==> config.mk <==
export PLATFORM = sky130hd
export DESIGN_NAME = slave_bus_port_flat
export DESIGN_NICKNAME = d
export VERILOG_FILES = /design/src/rtl/slave_bus_port_if.sv /design/src/rtl/slave_bus_port.sv /design/src/flat_wrapper.sv
export SDC_FILE = /design/constraint.sdc
export NUM_CORES = 1
export LEC_CHECK = 0
export CORE_UTILIZATION = 59
export DETAILED_ROUTE_END_ITERATION = 7
export PLACE_DENSITY = 0.9
export SLEW_MARGIN = 10
export SYNTH_ARGS = -nofsm -noshare
export SYNTH_HDL_FRONTEND = slang
export SYNTH_SLANG_ARGS = --single-unit
==> constraint.sdc <==
create_clock -name clk_i -period 2.8 [get_ports clk_i]
set_input_delay 0.42 -clock clk_i [delete_from_list [all_inputs] [get_ports clk_i]]
set_output_delay 0.42 -clock clk_i [all_outputs]
set_load 0.03 [all_outputs]
==> src/rtl/slave_bus_port_if.sv <==
// Serial slave channel between the bus interconnect and one slave_bus_port.
// Latency: none, this file only bundles wires.
// Backpressure: master_valid stalls address/data bits; master_ready stalls read bits.
//
// Ports (signals):
//   master_valid, master_ready, write_en, read_en, rx_address, rx_data, split_en : master -> slave
//   slave_ready, slave_valid, tx_data                                         : slave -> master
interface slave_bus_port_if;
  logic master_valid;
  logic master_ready;
  logic write_en;
  logic read_en;
  logic rx_address;
  logic rx_data;
  logic split_en;
  logic slave_ready;
  logic slave_valid;
  logic tx_data;

  modport master (
    output master_valid, master_ready, write_en, read_en, rx_address, rx_data, split_en,
    input  slave_ready, slave_valid, tx_data
  );

  modport slave (
    input  master_valid, master_ready, write_en, read_en, rx_address, rx_data, split_en,
    output slave_ready, slave_valid, tx_data
  );
endinterface

==> src/rtl/slave_bus_port.sv <==
// Slave-side serial-to-parallel bus port in front of a block RAM (one instance per slave).
// Latency: write ADDR_LEN+DATA_LEN+1 cycles idle-to-idle; read ADDR_LEN+2+DATA_LEN (+SPLIT_CYCLES).
// Backpressure: master_valid low stalls ADDR/WDATA (aborts after TIMEOUT cycles); master_ready low holds read bits.
//
// Ports:
//   clk_i, reset_ni     : clock, asynchronous active-low reset
//   bus (slave modport) : serial request/response channel
//   mem_addr_o, mem_wdata_o, mem_we_o, mem_re_o : RAM command (strobes are one cycle)
//   mem_rdata_i         : RAM read data, valid the cycle after mem_re_o
//   trans_done_o        : one-cycle completion pulse
module slave_bus_port #(
  parameter int ADDR_LEN     = 12,
  parameter int DATA_LEN     = 8,
  parameter int SPLIT_CYCLES = 4,
  parameter int TIMEOUT      = 16
) (
  input  logic                clk_i,
  input  logic                reset_ni,
  slave_bus_port_if.slave     bus,
  output logic [ADDR_LEN-1:0] mem_addr_o,
  output logic [DATA_LEN-1:0] mem_wdata_o,
  output logic                mem_we_o,
  output logic                mem_re_o,
  input  logic [DATA_LEN-1:0] mem_rdata_i,
  output logic                trans_done_o
);

  localparam int CNT_MAX = (ADDR_LEN > DATA_LEN)
                         ? ((ADDR_LEN > SPLIT_CYCLES) ? ADDR_LEN : SPLIT_CYCLES)
                         : ((DATA_LEN > SPLIT_CYCLES) ? DATA_LEN : SPLIT_CYCLES);
  localparam int CW = $clog2(CNT_MAX + 1);
  localparam int TW = $clog2(TIMEOUT + 1);

  localparam logic [CW-1:0] ADDR_LAST  = CW'(ADDR_LEN - 1);
  localparam logic [CW-1:0] DATA_LAST  = CW'(DATA_LEN - 1);
  localparam logic [CW-1:0] SPLIT_LAST = CW'(SPLIT_CYCLES - 1);
  localparam logic [TW-1:0] TO_LAST    = TW'(TIMEOUT - 1);

  typedef enum logic [2:0] {
    S_IDLE, S_ADDR, S_WDATA, S_WRITE, S_RDREQ, S_RDWAIT, S_SPLIT, S_RDATA
  } state_t;

  state_t              state_q;
  logic                is_write_q;
  logic                split_q;
  logic [CW-1:0]       bit_cnt_q;
  logic [TW-1:0]       to_cnt_q;
  logic [ADDR_LEN-1:0] addr_sh_q;
  logic [DATA_LEN-1:0] data_sh_q;
  logic [DATA_LEN-1:0] tx_sh_q;
  logic                slave_ready_q;
  logic                slave_valid_q;
  logic                tx_data_q;
  logic [ADDR_LEN-1:0] mem_addr_q;
  logic [DATA_LEN-1:0] mem_wdata_q;
  logic                mem_we_q;
  logic                mem_re_q;
  logic                trans_done_q;

  // Bits arrive LSB first: shift right so the first bit ends up at index 0.
  logic [ADDR_LEN-1:0] addr_sh_d;
  logic [DATA_LEN-1:0] data_sh_d;
  assign addr_sh_d = {bus.rx_address, addr_sh_q[ADDR_LEN-1:1]};
  assign data_sh_d = {bus.rx_data, data_sh_q[DATA_LEN-1:1]};

  always_ff @(posedge clk_i or negedge reset_ni) begin
    if (!reset_ni) begin
      state_q       <= S_IDLE;
      is_write_q    <= 1'b0;
      split_q       <= 1'b0;
      bit_cnt_q     <= '0;
      to_cnt_q      <= '0;
      addr_sh_q     <= '0;
      data_sh_q     <= '0;
      tx_sh_q       <= '0;
      slave_ready_q <= 1'b1;
      slave_valid_q <= 1'b0;
      tx_data_q     <= 1'b0;
      mem_addr_q    <= '0;
      mem_wdata_q   <= '0;
      mem_we_q      <= 1'b0;
      mem_re_q      <= 1'b0;
      trans_done_q  <= 1'b0;
    end else begin
      mem_we_q     <= 1'b0;
      mem_re_q     <= 1'b0;
      trans_done_q <= 1'b0;

      case (state_q)
        S_IDLE: begin
          if (bus.master_valid && (bus.write_en ^ bus.read_en)) begin
            addr_sh_q     <= addr_sh_d;
            bit_cnt_q     <= CW'(1);
            to_cnt_q      <= '0;
            is_write_q    <= bus.write_en;
            split_q       <= bus.split_en;
            slave_ready_q <= 1'b0;
            state_q       <= S_ADDR;
          end
        end

        S_ADDR, S_WDATA: begin
          if (bus.master_valid) begin
            to_cnt_q <= '0;
            if (state_q == S_ADDR) begin
              addr_sh_q <= addr_sh_d;
              if (bit_cnt_q == ADDR_LAST) begin
                bit_cnt_q <= '0;
                if (is_write_q) begin
                  state_q <= S_WDATA;
                end else begin
                  state_q    <= S_RDREQ;
                  mem_re_q   <= 1'b1;
                  mem_addr_q <= addr_sh_d;
                end
              end else begin
                bit_cnt_q <= bit_cnt_q + CW'(1);
              end
            end else begin
              data_sh_q <= data_sh_d;
              if (bit_cnt_q == DATA_LAST) begin
                bit_cnt_q    <= '0;
                state_q      <= S_WRITE;
                mem_we_q     <= 1'b1;
                mem_addr_q   <= addr_sh_q;
                mem_wdata_q  <= data_sh_d;
                trans_done_q <= 1'b1;
              end else begin
                bit_cnt_q <= bit_cnt_q + CW'(1);
              end
            end
          end else if (to_cnt_q == TO_LAST) begin
            // Master went silent: drop the transaction without touching the RAM.
            state_q       <= S_IDLE;
            slave_ready_q <= 1'b1;
            bit_cnt_q     <= '0;
            to_cnt_q      <= '0;
          end else begin
            to_cnt_q <= to_cnt_q + TW'(1);
          end
        end

        S_WRITE: begin
          state_q       <= S_IDLE;
          slave_ready_q <= 1'b1;
          bit_cnt_q     <= '0;
        end

        S_RDREQ: begin
          state_q <= S_RDWAIT;
        end

        S_RDWAIT: begin
          tx_sh_q <= mem_rdata_i;
          if (split_q) begin
            bit_cnt_q <= '0;
            state_q   <= S_SPLIT;
          end else begin
            slave_valid_q <= 1'b1;
            tx_data_q     <= mem_rdata_i[0];
            state_q       <= S_RDATA;
          end
        end

        S_SPLIT: begin
          if (bit_cnt_q == SPLIT_LAST) begin
            bit_cnt_q     <= '0;
            slave_valid_q <= 1'b1;
            tx_data_q     <= tx_sh_q[0];
            state_q       <= S_RDATA;
          end else begin
            bit_cnt_q <= bit_cnt_q + CW'(1);
          end
        end

        S_RDATA: begin
          if (bus.master_ready) begin
            if (bit_cnt_q == DATA_LAST) begin
              // Completion is registered to keep master_ready off the output
              // path, so the pulse lands in the first IDLE cycle.
              slave_valid_q <= 1'b0;
              tx_data_q     <= 1'b0;
              trans_done_q  <= 1'b1;
              slave_ready_q <= 1'b1;
              bit_cnt_q     <= '0;
              state_q       <= S_IDLE;
            end else begin
              tx_sh_q   <= {1'b0, tx_sh_q[DATA_LEN-1:1]};
              tx_data_q <= tx_sh_q[1];
              bit_cnt_q <= bit_cnt_q + CW'(1);
            end
          end
        end

        default: begin
          state_q       <= S_IDLE;
          slave_ready_q <= 1'b1;
          bit_cnt_q     <= '0;
        end
      endcase
    end
  end

  assign bus.slave_ready = slave_ready_q;
  assign bus.slave_valid = slave_valid_q;
  assign bus.tx_data     = tx_data_q;
  assign mem_addr_o      = mem_addr_q;
  assign mem_wdata_o     = mem_wdata_q;
  assign mem_we_o        = mem_we_q;
  assign mem_re_o        = mem_re_q;
  assign trans_done_o    = trans_done_q;

endmodule
==> src/flat_wrapper.sv <==
// flat-port wrapper written by rule: the top's interface ports become plain ports
module slave_bus_port_flat 
#(
  parameter int ADDR_LEN     = 12,
  parameter int DATA_LEN     = 8,
  parameter int SPLIT_CYCLES = 4,
  parameter int TIMEOUT      = 16
)
  (clk_i, reset_ni, mem_addr_o, mem_wdata_o, mem_we_o, mem_re_o, mem_rdata_i, trans_done_o, bus_master_valid, bus_master_ready, bus_write_en, bus_read_en, bus_rx_address, bus_rx_data, bus_split_en, bus_slave_ready, bus_slave_valid, bus_tx_data);
  slave_bus_port_if bus_i ();
  input  logic clk_i;
  input  logic reset_ni;
  output logic [ADDR_LEN-1:0] mem_addr_o;
  output logic [DATA_LEN-1:0] mem_wdata_o;
  output logic mem_we_o;
  output logic mem_re_o;
  input  logic [DATA_LEN-1:0] mem_rdata_i;
  output logic trans_done_o;
  input wire logic [$bits(bus_i.master_valid)-1:0] bus_master_valid;
  input wire logic [$bits(bus_i.master_ready)-1:0] bus_master_ready;
  input wire logic [$bits(bus_i.write_en)-1:0] bus_write_en;
  input wire logic [$bits(bus_i.read_en)-1:0] bus_read_en;
  input wire logic [$bits(bus_i.rx_address)-1:0] bus_rx_address;
  input wire logic [$bits(bus_i.rx_data)-1:0] bus_rx_data;
  input wire logic [$bits(bus_i.split_en)-1:0] bus_split_en;
  output wire logic [$bits(bus_i.slave_ready)-1:0] bus_slave_ready;
  output wire logic [$bits(bus_i.slave_valid)-1:0] bus_slave_valid;
  output wire logic [$bits(bus_i.tx_data)-1:0] bus_tx_data;
  assign bus_i.master_valid = bus_master_valid;
  assign bus_i.master_ready = bus_master_ready;
  assign bus_i.write_en = bus_write_en;
  assign bus_i.read_en = bus_read_en;
  assign bus_i.rx_address = bus_rx_address;
  assign bus_i.rx_data = bus_rx_data;
  assign bus_i.split_en = bus_split_en;
  assign bus_slave_ready = bus_i.slave_ready;
  assign bus_slave_valid = bus_i.slave_valid;
  assign bus_tx_data = bus_i.tx_data;
  slave_bus_port #(.ADDR_LEN(ADDR_LEN), .DATA_LEN(DATA_LEN), .SPLIT_CYCLES(SPLIT_CYCLES), .TIMEOUT(TIMEOUT)) u_core (.clk_i(clk_i), .reset_ni(reset_ni), .bus(bus_i), .mem_addr_o(mem_addr_o), .mem_wdata_o(mem_wdata_o), .mem_we_o(mem_we_o), .mem_re_o(mem_re_o), .mem_rdata_i(mem_rdata_i), .trans_done_o(trans_done_o));
endmodule
* After elaboration in Yosys (flattened, before gate mapping)
Cells that the tools add are included.
Word-level totals: logic and storage cells 132, input bits 17, output and inout port bits 26, register bits after elaboration 68
Cells by class: bitwise logic cells 2, equal/unequal tests 27, reductions and logical operators 21, $add $sub $neg 2, multiplexer cells 64
Operators by type and width (count):
- 2-to-1 mux 12 bit | 7
- 2-to-1 mux 4 bit | 9
- 2-to-1 mux 3 bit | 10
- 2-to-1 mux 1 bit | 24
- case mux 12 bit (2 select lines) | 1
- case mux 4 bit (6 select lines) | 1
- case mux 3 bit (7 select lines) | 1
- 2-to-1 mux 8 bit | 2
- case mux 8 bit (2 select lines) | 1
- 2-to-1 mux 5 bit | 3
- AND reduction 5 bit | 3
- != test 2 bit (second input constant) | 7
- equality test 3 bit (second input constant) | 4
- != test 2 x 1 -> 1 bit (second input constant) | 6
- AND reduction 4 bit | 3
- case mux 5 bit (2 select lines) | 1
- AND reduction 7 bit | 1
- equality test 3 x 2 -> 1 bit (second input constant) | 2
- case mux 1 bit (3 select lines) | 2
- AND reduction 3 bit | 2
- AND reduction 6 bit | 1
- nonzero test 2 bit | 3
- nonzero test 6 bit | 1
- adder 5 x 1 -> 5 bit (second input constant) | 1
- other kinds (19) | 20

* Logic depth before layout (Yosys ltp)
Gate-level depths: netlist (run 1).
word-level depth 5, gate-level depth with buffers 7, mapped depth without buffers 6

* Worst setup path after synthesis (run 1)
No wires, ideal clock.
kind reg2reg, start point register u_core.state_q[2], end point register u_core.mem_addr_q[0], in the netlist u_core.mem_addr_o[0], stages on the path, launching flop included 6, setup time 125 ps, setup slack 952 ps, required time 2675 ps, path buffers 2, clock period less this slack 1848 ps, arrival time 1723 ps, cells stage by stage dfrtp_1 buf_2 nor3b_4 clkbuf_1 mux2_2 mux2_4
On the way: word-level cells in the longest chain between the ends 3, elaborated cells between the ends (all ways) 8, those cells by class 4 x eq/ne; 1 x mux; 3 x reduce/logical
Ends and longest elaborated chain:
- start: declaration | line slave_bus_port.sv:43 | state_t state_q;
- start signal: assignment | line slave_bus_port.sv:68 | state_q <= S_IDLE;
- start signal: assignment | line slave_bus_port.sv:98 | state_q <= S_ADDR;
- start signal: assignment | line slave_bus_port.sv:110 | state_q <= S_WDATA;
- equality test 3 x 1 -> 1 bit / equality test 3 x 2 -> 1 bit (equally long branches) | line slave_bus_port.sv:89, slave_bus_port.sv:105
- != test 2 bit (no line) (tied with other cells)
- AND reduction 5 bit (no line)
- end signal: assignment | line slave_bus_port.sv:114 | mem_addr_q <= addr_sh_d;
- end signal: assignment | line slave_bus_port.sv:125 | mem_addr_q <= addr_sh_q;
- end: declaration | line slave_bus_port.sv:54 | logic [ADDR_LEN-1:0] mem_addr_q;
Several ways; a longest one is shown, not always the timed one. A chain may end at the register's enable or synchronous reset.

* Worst setup path after layout (run 1)
start point register u_core.state_q[2], end point register u_core.mem_addr_q[10], in the netlist u_core.mem_addr_o[10]
The elaborated chain is that of the path after synthesis.

==> metrics.csv, run 1 <==
metric,value,unit
crit_arrival,2.41,ns
fin_crit_sh,0.780,
dr_wl_met3,253,um
nFillCells,344,
drtAntennaViolNets,0,
cts_buffers,9,
grt_pass1_wl,10.4,mm
clock.fmax,458,MHz
tritoncts,yes,
grt_overflow,0,
critPathKind,reg2reg,
initial_core_util,0.626,
synth_nets,286,
clock_sinks,67,
antenna_found_initial,0,
insertion_delay,0.34,ns
dp.cells,373,
antenna_cells,0,
core,5200,um2
drive_above_1_share,0.282,
chipHeight,76.3,um
wl_met1,2.78,mm
highest_layer,met4,
cts_hold_buf,0,
slew_viol_final,0,
async_reset_ff_frac,1.00,
endpoint_kind,flip-flop,
gp_congestion,0.891,
final_cell_mix,"dfrtp_1 (66), mux2_2 (45), clkdlybuf4s50_1 (41), nor2_1 (16), o21ai_0 (16)",
relSlewSlack,0.249,
holdCritPathClass,in2async,
status,"complete, no violations",
yosysWarnings,0,
ys_types,47,
clockBufferDepth,2,
skew,0.00610,ns
ios,43,
tns,0,ns
synth_area,3260,um2
syn_avg_cell_area,12.2,um2
grt_usage,0.231,
setup_viol,0,
vias,2256,
hold_viol,0,
worst_pin_slew,1.12,ns
path_max_fanout,18,
synth_enable_flop_cells,0,
powerDensity,913,nW/um2
start_kind,flip-flop,
portBuffers,42,
cts-root-buf,clkbuf_8,
layout_commonest_cell,dfrtp_1,
drc_errors,0,
std_cell_rows,26,
drtIter0Drc,156,
met2WireLength,3.07,mm
seq_area_frac_synth,0.515,
cts_setup_buffers,0,
num-nets-final,333,
h-tree-depth,3,
wl_per_cell,15.9,um
die_w,76.3,um
leakagePower,0.00174,uW
first_pass_iters,4,
die-area,5820,um2
layout_min_cycle_time,2.18,ns
clk_pin_slew_worst_paths,0.08,ns
drt-total-wl,6.18,mm
ir_worst_vdd,698,uV
ys_ff_latch,67,
area_growth,21.6,%
ys.flop_type,dfrtp_1,
fin_cells,389,
cts_resized,0,
rsz0062_at_grt,no,
reg2reg_depth,4,
vias_per_cell,5.80,
synthCells,267,
first_global_vias,2168,
grt_start_max_net_pins,49,
dp_hpwl,4.23,mm
cp.required,3.03,ns
maxCapViolations,0,
## state kept, by name (all words and copies together), names as in the netlist, 3 cells and up
register	cells
u_core.addr_sh_q	12
u_core.bit_cnt_q	4
u_core.data_sh_q	7
u_core.mem_addr_o	12
u_core.mem_wdata_o	8
u_core.state_q	3
u_core.to_cnt_q	5
u_core.tx_sh_q	8
## layer usage
metal  track usage  vias up
li1              -     1066
met1         0.296     1116
met2         0.377       67
met3        0.0623        7
met4        0.0846        0
met5             0        -
## worst paths after layout
kind	end	slack [ns]	start
min reg2reg	u_core.bus.tx_data	0.50	u_core.bus.tx_data
max in group asynchronous	u_core.mem_addr_o[8]	1.80	reset_ni
min	u_core.addr_sh_q[0]	0.26	reset_ni
max reg2reg	u_core.mem_addr_o[10]	0.62	u_core.state_q[2]
min in group clk_i	u_core.bus.tx_data	0.50	u_core.bus.tx_data
max	u_core.mem_addr_o[10]	0.62	u_core.state_q[2]
## where the power goes
group	switching, uW	leakage (uW)	internal, uW
logic	617	0.000766	622
registers	264	0.000872	1210
clock network	396	0.000102	507
## final cells by class
| type | count | area, um2 | area share |
|---|---|---|---|
| clock buffers | 9 | 124 | 0.0313 |
| flip-flops and latches | 67 | 1680 | 0.424 |
| repair buffers | 51 | 483 | 0.122 |
| well taps | 70 | 87.6 | 0.0221 |
| clock inverters | 7 | 100 | 0.0253 |
| multi-input cells | 183 | 1480 | 0.374 |
| inverters | 2 | 7.51 | 0.00190 |
## worst max-delay path, cell delays in order, from the launching register on
cell	delay [ns]
dfrtp_1	0.73
nor3b_4	0.10
nor3b_1	0.32
o2111a_2	0.53
mux2_2	0.39
## cells in the mapped netlist, types with 3 or more instances
master / count / area (um2)
buf_4: 4 / 30.0
nor2b_1: 7 / 43.8
o21ai_0: 16 / 80.1
clkbuf_1: 3 / 11.3
nand3_1: 7 / 35.0
nand2b_1: 3 / 18.8
mux2i_1: 7 / 70.1
nand2_1: 14 / 52.6
buf_2: 7 / 35.0
a21oi_1: 12 / 60.1
nor2_1: 16 / 60.1
dfrtp_1: 66 / 1650
mux2_4: 10 / 150
a21boi_0: 5 / 37.5
mux2_2: 45 / 507
## per-stage QoR
step	setup slack [ns]	util	total power [uW]	hold slack, ns	cell area (um2)
after floorplan	0.952	-	2400	0.124	3260
after global placement	0.332	0.718	2640	0.481	3740
after detailed placement	0.288	0.718	2710	0.481	3740
after CTS	0.615	0.761	3630	0.287	3960
after global routing	0.445	0.761	3820	0.334	3960
final	0.617	0.761	3620	0.257	3960
## cell families after synthesis
logic type / Yosys count / synth area share
multiplexers: 62 / 0.223
XOR/XNOR: 4 / 0.0131
AO/OA/AOI/OAI: 54 / 0.113
flip-flops: 67 / 0.515
adder cells (fa/ha/maj): 2 / 0.00768
buffers and inverters: 17 / 0.0303
AND/OR/NAND/NOR: 61 / 0.0976
Note: power is estimated with default switching activity, not from simulation.
==> run 2, diff against run 1 <==
--- a/config.mk
+++ b/config.mk
@@ -5,9 +5,9 @@
 export SDC_FILE = /design/constraint.sdc
 export NUM_CORES = 1
 export LEC_CHECK = 0
-export CORE_UTILIZATION = 59
+export CORE_UTILIZATION = 49
 export DETAILED_ROUTE_END_ITERATION = 7
-export PLACE_DENSITY = 0.9
+export PLACE_DENSITY = 0.8
 export SLEW_MARGIN = 10
 export SYNTH_ARGS = -nofsm -noshare
 export SYNTH_HDL_FRONTEND = slang
==> constraint.sdc (replaced) <==
create_clock -name clk_i -period 1.8 [get_ports clk_i]
set_input_delay 0.27 -clock clk_i [delete_from_list [all_inputs] [get_ports clk_i]]
set_output_delay 0.27 -clock clk_i [all_outputs]
set_load 0.03 [all_outputs]
==> metrics.csv, run 2 (synthesized netlist as in run 1, its figures left out) <==
metric,value,unit
antenna_cells,0,
drc_errors,0,
relSlewSlack,0.682,
clockBufferDepth,2,
p_seq_frac,0.366,
chipHeight,83.5,um
r2r-start,u_core.state_q[2],
crit_arrival,2.13,ns
dp_slack,-0.266,ns
p_switching,2140,uW
drtAntennaViolNets,0,
drive_above_1_share,0.388,
reg2reg_depth,6,
cts-root-buf,clkbuf_8,
hold_viol,0,
first_global_vias,2373,
reg2reg_to,u_core.mem_addr_o[9],
rrSetupSlack,-0.10,ns
leakagePower,0.00196,uW
setup_viol,15,
area_growth,34.4,%
grt_start_max_net_pins,22,
vias,2403,
violations,setup timing,
antenna_found_initial,0,
clk_pin_slew_worst_paths,0.08,ns
cp.required,2.03,ns
h-tree-depth,3,
pwr-share-clk,0.204,
ios,43,
pwr-share-comb,0.430,
cts_buffers,9,
dp_hpwl,4.50,mm
drtIter0Drc,139,
clock_sinks,67,
critPathKind,reg2reg,
final_cell_mix,"dfrtp_1 (66), mux2_2 (41), clkdlybuf4s50_1 (40), buf_4 (39)",
fin_ws,-0.104,ns
ir_worst_vdd,859,uV
fin_crit_sh,1.06,
vias_per_cell,5.55,
path_max_fanout,6,
maxCapViolations,0,
layout_min_cycle_time,1.90,ns
gp_congestion,0.848,
slew_viol_final,0,
wl_per_cell,16.0,um
internal-power,3860,uW
core,6390,um2
netSwitchingFraction,0.357,
rsz0062_at_grt,yes,
die_w,83.5,um
std_cell_rows,29,
initial_core_util,0.510,
tritoncts,yes,
drt-total-wl,6.94,mm
powerDensity,1370,nW/um2
start_kind,flip-flop,
finalPower,6000,uW
status,"finished, violations left",
holdCritPathClass,in2async,
endpoint_kind,flip-flop,
grt_overflow,0,
grt_pass1_wl,11.3,mm
timing.hold.ws,0.400,ns
clock.fmax,525,MHz
worstSetupStartpoint,u_core.state_q[2],
portBuffers,42,
skew,0.0106,ns
layout_commonest_cell,dfrtp_1,
grt_usage,0.206,
worst_pin_slew,0.477,ns
die-area,6980,um2
first_pass_iters,4,
insertion_delay,0.34,ns
num-nets-final,370,
## run 2: cell count changes in the layout (fill, tap and decap cells not counted), moves of 3 or more
cell        delta
mux2_4         +4
o21ai_0        -5
buf_12         +4
clkinvlp_4     -3
clkinv_4       +3
o21ai_1        +4
mux2_2         -4
buf_4         +30
## run 2: worst max path at each step
stage	end	slack (ns)
final	u_core.mem_addr_o[9]	-0.10
after global routing	u_core.mem_addr_o[2]	-0.18
after CTS	u_core.state_q[1]	-0.03
after detailed placement	u_core.bit_cnt_q[2]	-0.27
after global placement	u_core.bit_cnt_q[0]	-0.21
after floorplan	u_core.mem_addr_o[0]	0.001
## run 2: critical path, cell delays in order (launching register included)
cell       delay (ns)
dfrtp_1          0.44
nor3b_4          0.34
nand2_2          0.12
nor3_2           0.14
o2111a_2         0.28
clkbuf_16        0.17
mux2_4           0.29
## run 2: through the flow
step | area [um2] | TNS (ns) | std cells | utilization
5_1_grt | 4380 | -2.51 | 433 | 0.685
6_report | 4380 | -1.26 | 433 | 0.685
2_1_floorplan | 3260 | 0 | 267 | -
4_1_cts | 4280 | -0.0913 | 428 | 0.670
3_3_place_gp | 3980 | -4.51 | 405 | 0.624
3_5_place_dp | 3980 | -5.34 | 405 | 0.624
## run 2: power by group through the flow
stage,registers [uW],logic (uW),clock network (uW)
2_1_floorplan,2150,1590,0
4_1_cts,2180,2420,1250
6_report,2200,2580,1220
5_1_grt,2240,2820,1330
3_5_place_dp,2210,2200,0
3_3_place_gp,2190,2140,0
## run 2: final cells by class
type,instances,area [um2]
fill,465,2010
clock buffer,10,128
clock inverter,6,66.3
tap,77,96.3
timing repair buffer,88,833
inverter,2,7.51
sequential,67,1680
multi-input combinational,183,1570
## run 2: routing by layer
layer | up-vias | track usage | routed length, um
met1 | 1177 | 0.270 | 3080
met3 | 12 | 0.0584 | 333
met5 | - | 0 | 0
met2 | 70 | 0.323 | 3430
met4 | 0 | 0.0894 | 102
li1 | 1144 | - | -
## run 2: what timing repair did
item,4_1_cts,5_1_grt
pin swaps,7,6
cloned,0,1
endpoints found under the hold margin,15,0
endpoints found under the setup margin,18,27
hold buffers,1,0
buffers inserted,6,5
gates resized for setup,12,16
==> RTL change: new RTL, flow settings as in run 2 <==
`SPLIT_CYCLES` is set to 4 in 2 places; all go to 8.
--- a/src/rtl/slave_bus_port.sv
+++ b/src/rtl/slave_bus_port.sv
@@ -12,5 +12,5 @@
   parameter int ADDR_LEN     = 12,
   parameter int DATA_LEN     = 8,
-  parameter int SPLIT_CYCLES = 4,
+  parameter int SPLIT_CYCLES = 8,
   parameter int TIMEOUT      = 16
 ) (
--- a/src/flat_wrapper.sv
+++ b/src/flat_wrapper.sv
@@ -4,5 +4,5 @@
   parameter int ADDR_LEN     = 12,
   parameter int DATA_LEN     = 8,
-  parameter int SPLIT_CYCLES = 4,
+  parameter int SPLIT_CYCLES = 8,
   parameter int TIMEOUT      = 16
 )
Formal check against the unedited RTL: same outputs for any inputs over 10 cycles, from zero or initial values and one cycle with reset_ni low; that may be too few to reach the edited logic, so the function may still have changed.
==> RTL change against run 2 <==
Sequential share of layout area is 2.3 points higher. Area after synthesis is 3.6% lower. Global-route usage is 0.91 points higher. Worst hold slack better by 63 ps. Final area down 5.5%. Total power decreased by 3.2%. Sequential power hardly changed. Sequential cell count unchanged. Setup slack improved by 210 ps. Wire length fell by 10%.
==> RTL change: results (changes against run 2) <==
Clock Skew=8.80 ps (was 10.6 ps); DRT iter0 DRCs=143 (was 139); mean number of vias per cell=5.31 (was 5.55); first-pass GRT wire length=10.6 mm (was 11.3 mm); Area contributors post-synth=dfrtp_1, mux2_2, mux2i_1 (was dfrtp_1, mux2_2, mux2_4); arrival time at the worst endpoint=1920 ps (was 2130 ps); clock buffer count=9 (was 10); Non-CTS inverters=6 (was 2); layout cell share with drive strength beyond 1=0.256 (was 0.388); maximum vdd drop=0.874 mV (was 0.859 mV); gpl congestion=0.898 (was 0.848); Hold WS=463 ps (was 400 ps); Post-CTS Hold Buffers=1 (unchanged); #MultiIn Comb=191 (was 183); Reg2Reg Launch Point=u_core.state_q[2]$_DFFE_PN0P_ (unchanged); Non-CTS buffers=77 (was 88); Setup-failing EPs final=0 (was 15); commonest cells in the synthesized netlist=dfrtp_1, nand2_1, mux2_2 (was dfrtp_1, mux2_2, nor2_1, o21ai_0, nand2_1); worst-case reg-to-reg path depth=7 (was 6); largest net degree at the start of global routing=68 (was 22); vias in the first global route=2229 (was 2373); Int Pwr=3.79 mW (was 3.86 mW); comb pwr=2.24 mW (was 2.58 mW); clk cell area share=0.0521 (was 0.0443); status=completed (was finished with violations); seq_cells=67 (unchanged); synthesized net count=297 (was 286); # fillers=461 (was 465); Data buffer area share=0.171 (was 0.190); Layout Nets=371 (was 370); sequential share of power=0.379 (was 0.366); Slew headroom=0.761 (was 0.682); # diodes=0 (unchanged); CTS Root Cell=clkbuf_8 (unchanged); Seq area share=0.406 (was 0.383); DR WL/cell=14.5 microns (was 16.0 microns); Netlist cell types=48 (was 47); CP max stage delay=390 ps (was 440 ps); Max Fanout on Critical Path=24 (was 6); post_cts resized=1 (was 12); reg2reg setup slack=100 ps (was -100 ps); clk buf depth=2 (unchanged); pwr dens=1400 nW/um^2 (was 1370 nW/um^2); Multi-input gate area=1420 sq um (was 1570 sq um); leakage power=1.80 nW (was 1.96 nW); reg2reg end=u_core.mem_addr_o[6]$_DFFE_PN0P_ (was u_core.mem_addr_o[9]$_DFFE_PN0P_); Post-CTS Setup Bufs=0 (was 6); Total GRT Usage=0.215 (was 0.206)
## RTL change: worst register-to-register path: stages, from the launching register on
cell,delay (ps)
dfrtp_1,390
buf_4,180
nor3b_4,230
nor4b_4,250
o2111ai_2,180
buf_12,190
nand2_1,90
o21ai_1,70
## RTL change: cells by family after synthesis
logic type / share of synthesized area
simple gates: 0.128
flops: 0.534
compound gates: 0.116
mux: 0.175
buf+inv: 0.0331
xor+xnor: 0.00558
fa+ha+maj: 0.00797
## RTL change: stage by stage
stage,instances,instance area (sq um),util,worst slack (ps),TNS (ps)
after detailed placement,411,3820,0.630,-215,-5390
after global routing,431,4130,0.682,4.19,0
after global placement,411,3820,0.630,-196,-4830
after floorplan,278,3140,-,35.0,0
final,431,4130,0.682,102,0
after CTS,427,4040,0.667,37.8,0
## RTL change: routing by layer
metal / share of wire / GRT usage / vias up
li1: - / - / 1141
met1: 0.46 / 0.283 / 1093
met2: 0.48 / 0.336 / 47
met3: 0.044 / 0.0644 / 7
met4: 0.014 / 0.0789 / 0
met5: 0 / 0 / -
